[src/rtl/cache_arb_pkg.sv]
// -----------------------------------------------------------------------------
// cache_arb_pkg
//   Shared types and constants for the cache port arbiter.
//   - arb_state_t     : arbiter FSM state (ARB = free to grant, LOCK = owner
//                       holds the cache for the duration of a miss episode)
//   - WORD_LEN        : data/address width of every port and of the cache
//   - DEFAULT_CNT_LEN : default width of the per-port performance counters
// -----------------------------------------------------------------------------
package cache_arb_pkg;

  localparam int WORD_LEN        = 32;
  localparam int DEFAULT_CNT_LEN = 32;

  typedef enum logic {
    ARB  = 1'b0,
    LOCK = 1'b1
  } arb_state_t;

endpackage : cache_arb_pkg

[src/rtl/cache_port_arbiter_rr_pick.sv]
// -----------------------------------------------------------------------------
// rr_pick
//   Combinational round-robin priority picker. Returns the first requesting
//   port found when scanning upward from last_grant+1, wrapping at NUM_PORTS.
//   Ports:
//     req_vec    in   NUM_PORTS  one bit per requesting port
//     last_grant in   PORT_LEN   index of the most recently completed port
//     grant      out  PORT_LEN   winning port index (0 when nobody requests)
//     any_req    out  1          at least one port is requesting
// -----------------------------------------------------------------------------
module rr_pick #(
  parameter int NUM_PORTS = 2,
  parameter int PORT_LEN  = 1
) (
  input  logic [NUM_PORTS-1:0] req_vec,
  input  logic [PORT_LEN-1:0]  last_grant,
  output logic [PORT_LEN-1:0]  grant,
  output logic                 any_req
);

  // cand_idx[k] is the port sitting k+1 places after last_grant. One extra
  // bit on the sum keeps the wrap test exact for any NUM_PORTS.
  logic [NUM_PORTS-1:0][PORT_LEN-1:0] cand_idx;

  genvar gi;
  generate
    for (gi = 0; gi < NUM_PORTS; gi++) begin : g_cand
      logic [PORT_LEN:0] sum;
      assign sum = {1'b0, last_grant} + (PORT_LEN+1)'(gi + 1);
      assign cand_idx[gi] = (sum >= (PORT_LEN+1)'(NUM_PORTS))
                          ? PORT_LEN'(sum - (PORT_LEN+1)'(NUM_PORTS))
                          : PORT_LEN'(sum);
    end
  endgenerate

  // Walk from the farthest candidate to the nearest so the closest requester
  // after last_grant overwrites everything else.
  always_comb begin
    grant = '0;
    for (int k = NUM_PORTS - 1; k >= 0; k--) begin
      if (req_vec[cand_idx[k]]) begin
        grant = cand_idx[k];
      end
    end
  end

  assign any_req = |req_vec;

endmodule : rr_pick

[src/rtl/cache_port_arbiter.sv]
// -----------------------------------------------------------------------------
// cache_port_arbiter
//   Shares one blocking data cache between NUM_PORTS pipeline requesters.
//   One request per cycle is forwarded to the cache with zero added latency.
//   A port that misses keeps ownership of the cache until the miss resolves
//   (or the port withdraws its request), then arbitration resumes round-robin.
//   Read data returns one cycle after completion with a per-port valid strobe.
//   Ports:
//     clk, rst     clock, asynchronous active-high reset
//     p_rd_req     per-port read request
//     p_wr_req     per-port write request (ignored when p_rd_req is also set)
//     p_addr       per-port byte address, port i at [32i+31:32i]
//     p_wr_data    per-port write data, same packing
//     p_done       combinational: the port's request was accepted this cycle
//     p_rd_valid   registered: p_rd_data belongs to this port this cycle
//     p_rd_data    shared read data (straight from the cache)
//     c_addr, c_rd_req, c_wr_req, c_wr_data   request to the cache
//     c_miss       cache miss / busy
//     c_rd_data    cache read data (registered inside the cache)
//     cnt_access   completed accesses per port
//     cnt_miss     miss episodes per port
// -----------------------------------------------------------------------------
module cache_port_arbiter
  import cache_arb_pkg::*;
#(
  parameter int NUM_PORTS = 2,
  parameter int PORT_LEN  = 1,
  parameter int CNT_LEN   = DEFAULT_CNT_LEN
) (
  input  logic                           clk,
  input  logic                           rst,
  input  logic [NUM_PORTS-1:0]           p_rd_req,
  input  logic [NUM_PORTS-1:0]           p_wr_req,
  input  logic [NUM_PORTS*WORD_LEN-1:0]  p_addr,
  input  logic [NUM_PORTS*WORD_LEN-1:0]  p_wr_data,
  output logic [NUM_PORTS-1:0]           p_done,
  output logic [NUM_PORTS-1:0]           p_rd_valid,
  output logic [WORD_LEN-1:0]            p_rd_data,
  output logic [WORD_LEN-1:0]            c_addr,
  output logic                           c_rd_req,
  output logic                           c_wr_req,
  output logic [WORD_LEN-1:0]            c_wr_data,
  input  logic                           c_miss,
  input  logic [WORD_LEN-1:0]            c_rd_data,
  output logic [NUM_PORTS*CNT_LEN-1:0]   cnt_access,
  output logic [NUM_PORTS*CNT_LEN-1:0]   cnt_miss
);

  // ---------------------------------------------------------------------------
  // State
  // ---------------------------------------------------------------------------
  arb_state_t           state_reg, state_next;
  logic [PORT_LEN-1:0]  last_grant_reg, last_grant_next;
  logic [PORT_LEN-1:0]  owner_reg, owner_next;
  logic [NUM_PORTS-1:0] rd_valid_reg, rd_valid_next;

  // The packed 2-D view lines up with the flat port buses bit for bit.
  logic [NUM_PORTS-1:0][WORD_LEN-1:0] addr_arr;
  logic [NUM_PORTS-1:0][WORD_LEN-1:0] wr_data_arr;
  assign addr_arr    = p_addr;
  assign wr_data_arr = p_wr_data;

  logic [NUM_PORTS-1:0] req_vec;
  logic [PORT_LEN-1:0]  pick_idx;
  logic                 any_req;
  assign req_vec = p_rd_req | p_wr_req;

  rr_pick #(
    .NUM_PORTS (NUM_PORTS),
    .PORT_LEN  (PORT_LEN)
  ) u_rr_pick (
    .req_vec    (req_vec),
    .last_grant (last_grant_reg),
    .grant      (pick_idx),
    .any_req    (any_req)
  );

  // ---------------------------------------------------------------------------
  // Port selection: the round-robin winner in ARB, the owner in LOCK. Kept
  // apart from the FSM block so the one-hot decode is a plain feed-forward.
  // ---------------------------------------------------------------------------
  logic [PORT_LEN-1:0]  sel;
  logic                 sel_active;
  logic [NUM_PORTS-1:0] sel_onehot;

  always_comb begin
    sel        = pick_idx;
    sel_active = any_req;
    if (state_reg == LOCK) begin
      sel        = owner_reg;
      sel_active = req_vec[owner_reg];
    end
  end

  genvar gi;
  generate
    for (gi = 0; gi < NUM_PORTS; gi++) begin : g_onehot
      assign sel_onehot[gi] = (sel == PORT_LEN'(gi));
    end
  endgenerate

  // ---------------------------------------------------------------------------
  // FSM next-state and cache-side outputs
  // ---------------------------------------------------------------------------
  logic sel_rd, sel_wr, miss_start;

  always_comb begin
    state_next      = state_reg;
    last_grant_next = last_grant_reg;
    owner_next      = owner_reg;
    rd_valid_next   = '0;
    miss_start      = 1'b0;
    p_done          = '0;

    // A simultaneous read and write is illegal; the read wins.
    sel_rd = sel_active & p_rd_req[sel];
    sel_wr = sel_active & p_wr_req[sel] & ~p_rd_req[sel];

    c_rd_req  = sel_rd;
    c_wr_req  = sel_wr;
    c_addr    = sel_active ? addr_arr[sel]    : '0;
    c_wr_data = sel_active ? wr_data_arr[sel] : '0;

    if (sel_active && !c_miss) begin
      // Accepted by the cache: complete and let arbitration move on.
      p_done          = sel_onehot;
      last_grant_next = sel;
      state_next      = ARB;
      if (sel_rd) begin
        rd_valid_next = sel_onehot;
      end
    end else if (sel_active) begin
      // Miss: lock the cache to this port until it is serviced. A miss seen
      // while already locked is the same episode, so it is not recounted.
      if (state_reg == ARB) begin
        state_next = LOCK;
        owner_next = sel;
        miss_start = 1'b1;
      end
    end else if (state_reg == LOCK) begin
      // Owner withdrew (pipeline flush). The cache finishes its refill on its
      // own and keeps c_miss high for whoever asks next.
      state_next = ARB;
    end
  end

  always_ff @(posedge clk or posedge rst) begin
    if (rst) begin
      state_reg      <= ARB;
      last_grant_reg <= PORT_LEN'(NUM_PORTS - 1);
      owner_reg      <= '0;
      rd_valid_reg   <= '0;
    end else begin
      state_reg      <= state_next;
      last_grant_reg <= last_grant_next;
      owner_reg      <= owner_next;
      rd_valid_reg   <= rd_valid_next;
    end
  end

  // The cache registers its read data, so it lines up with rd_valid_reg.
  assign p_rd_valid = rd_valid_reg;
  assign p_rd_data  = c_rd_data;

  // ---------------------------------------------------------------------------
  // Per-port performance counters (wrap naturally)
  // ---------------------------------------------------------------------------
  generate
    for (gi = 0; gi < NUM_PORTS; gi++) begin : g_cnt
      logic [CNT_LEN-1:0] access_reg;
      logic [CNT_LEN-1:0] miss_reg;

      always_ff @(posedge clk or posedge rst) begin
        if (rst) begin
          access_reg <= '0;
          miss_reg   <= '0;
        end else begin
          if (p_done[gi]) begin
            access_reg <= access_reg + CNT_LEN'(1);
          end
          if (miss_start && sel_onehot[gi]) begin
            miss_reg <= miss_reg + CNT_LEN'(1);
          end
        end
      end

      assign cnt_access[gi*CNT_LEN +: CNT_LEN] = access_reg;
      assign cnt_miss[gi*CNT_LEN +: CNT_LEN]   = miss_reg;
    end
  endgenerate

endmodule : cache_port_arbiter

[config.mk]
export PLATFORM = sky130hd
export DESIGN_NAME = cache_port_arbiter
export DESIGN_NICKNAME = d
export VERILOG_FILES = /design/src/rtl/cache_arb_pkg.sv /design/src/rtl/cache_port_arbiter_rr_pick.sv /design/src/rtl/cache_port_arbiter.sv
export SDC_FILE = /design/constraint.sdc
export NUM_CORES = 1
export LEC_CHECK = 0
export ABC_AREA = 1
export CAP_MARGIN = 20
export CORE_ASPECT_RATIO = 0.7
export CORE_MARGIN = 10
export CORE_UTILIZATION = 47
export DETAILED_ROUTE_END_ITERATION = 8
export PLACE_DENSITY_LB_ADDON = 0.2
export SYNTH_ARGS = -nofsm -noshare
export SYNTH_HDL_FRONTEND = slang
export SYNTH_SLANG_ARGS = --single-unit
[constraint.sdc]
create_clock -name clk -period 13.54 [get_ports clk]
set_input_delay 2.708 -clock clk [delete_from_list [all_inputs] [get_ports clk]]
set_output_delay 2.708 -clock clk [all_outputs]
set_load 0.005 [all_outputs]
==> results.rst <==
.. list-table::
   :header-rows: 1

   * - Metric
     - Value
   * - Total core area
     - 0.0198 mm^2
   * - Length of the first detailed-routing pass in iterations
     - 6
   * - Switching share of total power
     - 32.6%
   * - Top FF cell, synth
     - sky130_fd_sc_hd__dfrtp_1
   * - Max-slew violations
     - 0
   * - Wire length after detailed routing
     - 35400 um
   * - Sequential share of power
     - about a third
   * - Internal power
     - between 900 and 1000 uW
   * - DIE WIDTH
     - around 190 um
   * - Proportion of power drawn by combinational gates
     - 34.8%
   * - Crit end category
     - primary output
   * - Global routing met1 resource utilization
     - 37.1%
   * - Library cells used by synthesis
     - 26
   * - Detailed-route wire length per cell
     - 17.0 um
   * - Top-area cell type share of the netlist area
     - approximately a third
   * - Count of H-tree levels built during CTS
     - 4
   * - Final instance area
     - 0.0133 mm^2
   * - Max Cap Viol
     - 0
   * - Path category of the worst min-delay check
     - flip-flop to flip-flop
   * - Number of CTS-inserted buffers
     - 17
   * - Pin count of the biggest net entering global routing
     - 70
   * - DR DRC count
     - 0
   * - Placed wire-length estimate
     - around 28000 um
   * - Cell types with the largest area share after synthesis
     - sky130_fd_sc_hd__dfrtp_1 35%, sky130_fd_sc_hd__nand2_1 23%, sky130_fd_sc_hd__nor2_1 13%, sky130_fd_sc_hd__inv_1 4.5%, sky130_fd_sc_hd__o21ai_0 4.0%
   * - Number of buffers added to fix hold violations after cts
     - 0
   * - Synthesized area
     - 0.00947 mm^2
   * - Crit path kind
     - primary input to primary output
   * - Worst hold slack
     - 515 ps
   * - Clock Skew
     - between 15 and 20 ps
   * - Count of endpoints failing hold in the final timing report
     - 0
   * - Met2 usage in global routing
     - between 30% and 40%
   * - Effective utilization at floorplan
     - 47.8%
   * - Final-report setup violation count
     - 0
   * - Grt ovf
     - 0
   * - Vias per cell
     - about 5
   * - Switching power total
     - 474 uW
   * - RSZ-0062 raised after global routing
     - no
   * - Leakage component of the power
     - 0.00566 uW
   * - Number of warnings printed during yosys synthesis
     - 0
   * - Resized Gates After CTS
     - 0
   * - Final estimated routing congestion in global placement
     - between 0.9 and 1
   * - Number of global-route vias before repair
     - 9581
   * - Minimum clock period after layout
     - 8640 ps
   * - Worst Path Required
     - approximately 11000 ps
   * - Fraction of layout cells with a size suffix above 1
     - 3.59%
   * - Accumulated negative setup slack
     - 0 ps
   * - I/O pin cnt
     - 397
   * - Wire length of the first global-routing pass
     - around 55000 um
   * - Share of synthesized area occupied by flip-flops and latches
     - 35.2%
   * - Most crowded layer after global routing
     - met2
   * - Area delta synth->final
     - 40.0%
   * - Overall fraction of global-route tracks in use
     - about a quarter
   * - CTS clock-pin slew for the worst setup and hold paths
     - 60 ps
   * - Largest area contributor in the synthesized netlist
     - sky130_fd_sc_hd__dfrtp_1
   * - Largest driver fanout on the critical path
     - 66
   * - Transition time at the pin with the least slew margin
     - roughly 1100 ps
   * - Iteration-0 DRC count of the detailed router
     - slightly above 1k
   * - Relative contribution of the clock network to total power
     - 32.7%
   * - Cell area power density
     - 110 mW/mm^2
   * - Async set or reset register ratio after synthesis
     - 100%
   * - Tcrit/Tclk final
     - between 60% and 70%
   * - Number of post-CTS setup repair buffers
     - 0
   * - Cell area after placement
     - 0.0127 mm^2
   * - Count of flip-flops with a built-in enable after synthesis
     - 0
   * - Category of the worst setup path launch point
     - primary input
   * - Maximum VDD drop
     - 0.0844 mV
   * - Post-Route Utilization
     - 67.0%
   * - Vias after detailed routing
     - 10.5k
   * - DRT antenna net count
     - 0
   * - Worst EP arrival
     - just under 6000 ps
   * - Highest achievable clock rate
     - between 100 and 150 MHz
   * - Buffers from clock root to sink, at most
     - 2
   * - Synthesized instance count
     - ~1.5k
   * - Die Y
     - 139 um
   * - Post-synthesis sequential element count
     - 133
   * - Syn_area_per_cell
     - 6.23 um^2
   * - Status
     - complete, no violations
   * - Antenna violations before repair
     - 4
   * - Clock tree from TritonCTS
     - yes
   * - Clock latency on the worst-skew pair
     - 410 ps
   * - Number of filler instances in the final layout
     - 1797
   * - Met3 GRT Util
     - 6.56%
   * - Number of nets at the end of the flow
     - between 1.5k and 2k
   * - Number of nets produced by synthesis
     - 1692
   * - Cell with the most instances after synthesis
     - sky130_fd_sc_hd__nand2_1
   * - Number of port buffers
     - around 330
   * - Die area
     - 0.0263 mm^2
   * - Clock root buffer master
     - sky130_fd_sc_hd__clkbuf_16
   * - Count of clock tree sinks
     - 133
   * - Std-Cell Rows
     - 43
   * - Remaining max-slew budget at the tightest pin
     - 27.3%
   * - Most frequent cells after synthesis
     - 591 x sky130_fd_sc_hd__nand2_1, 325 x sky130_fd_sc_hd__nor2_1, 132 x sky130_fd_sc_hd__dfrtp_1, 113 x sky130_fd_sc_hd__inv_1, 75 x sky130_fd_sc_hd__o21ai_0
-- through the flow --
step	power [uW]	setup WS, ps	std cells
final	1450	4900	2082
after global routing	1530	4690	2082
after global placement	977	4930	2050
after floorplan	713	7280	1521
after CTS	1460	4920	2081
after detailed placement	983	4940	2050
-- logic make-up (layout without fill, tap and decap cells) --
group	after synthesis	count (layout)	share of synthesized area (%)
compound gates	90	90	4.76
buf+inv	192	482	9.96
fa+ha+maj	4	4	0.528
other cells	0	1	0
simple gates	1062	1062	45.9
xor+xnor	40	40	3.70
flops	133	133	35.2
-- metal layers --
metal,part of all wire [%],wire (um)
met1,45,16100
met2,44,15700
met3,9.0,3200
met4,1.2,412
met5,0.093,33
-- critical path: stages --
cell and delay, ps:
sky130_fd_sc_hd__clkdlybuf4s50_1 580, sky130_fd_sc_hd__inv_2 60, sky130_fd_sc_hd__nand2_1 90, sky130_fd_sc_hd__nand2_1 70, sky130_fd_sc_hd__nand2_2 770, sky130_fd_sc_hd__nand2_4 170, sky130_fd_sc_hd__nor2_4 740, sky130_fd_sc_hd__clkdlybuf4s50_1 740
-- cells in the final DEF (no fill, tap or decap), types with 6 or more instances in the layout --
cell,Yosys,routed
sky130_fd_sc_hd__xnor2_1,24,24
sky130_fd_sc_hd__dfrtp_1,132,132
sky130_fd_sc_hd__clkbuf_16,0,17
sky130_fd_sc_hd__nor2_2,11,11
sky130_fd_sc_hd__inv_1,113,112
sky130_fd_sc_hd__nand4_1,18,18
sky130_fd_sc_hd__nor2_1,325,325
sky130_fd_sc_hd__nand3_1,65,65
sky130_fd_sc_hd__clkdlybuf4s50_1,0,332
sky130_fd_sc_hd__o21ai_1,14,14
sky130_fd_sc_hd__nand2_1,591,591
sky130_fd_sc_hd__o21ai_0,75,75
sky130_fd_sc_hd__xor2_1,16,16
sky130_fd_sc_hd__nand3b_1,32,32
sky130_fd_sc_hd__nand2_2,7,7
sky130_fd_sc_hd__nor2_4,6,6
-- power by group through the flow --
stage	Combinational, uW	Sequential (uW)	Clock (uW)
floorplan	243	470	0
global placement	501	477	0
detailed placement	506	477	0
CTS	510	471	483
global route	552	478	502
finish	506	472	476
-- final timing paths --
check	start	end	slack (ps)	cells after the start
worst max-delay path	p_rd_req[0]	p_done[0]	4900	8
worst min-delay path	g_cnt[1].miss_reg[30]	g_cnt[1].miss_reg[30]	520	2
worst max register to register	state_reg	g_cnt[0].access_reg[17]	10740	8
worst min register to register	g_cnt[1].miss_reg[30]	g_cnt[1].miss_reg[30]	520	2
max in group asynchronous	rst	g_cnt[0].access_reg[31]	9460	3
min in group asynchronous	rst	g_cnt[1].access_reg[15]	2750	2
-- area by class of cell --
cell class              count  area (um^2)  share of cell area [%]
diodes                      1         2.50                  0.0189
clock buffers              19          453                    3.42
clock inverters            12          153                    1.15
inverters                 116          440                    3.32
multi-input cells        1196         5200                    39.2
flip-flops and latches    133         3330                    25.1
well taps                 270          338                    2.55
repair buffers            335         3350                    25.2
(Power assumes the default switching activity.)
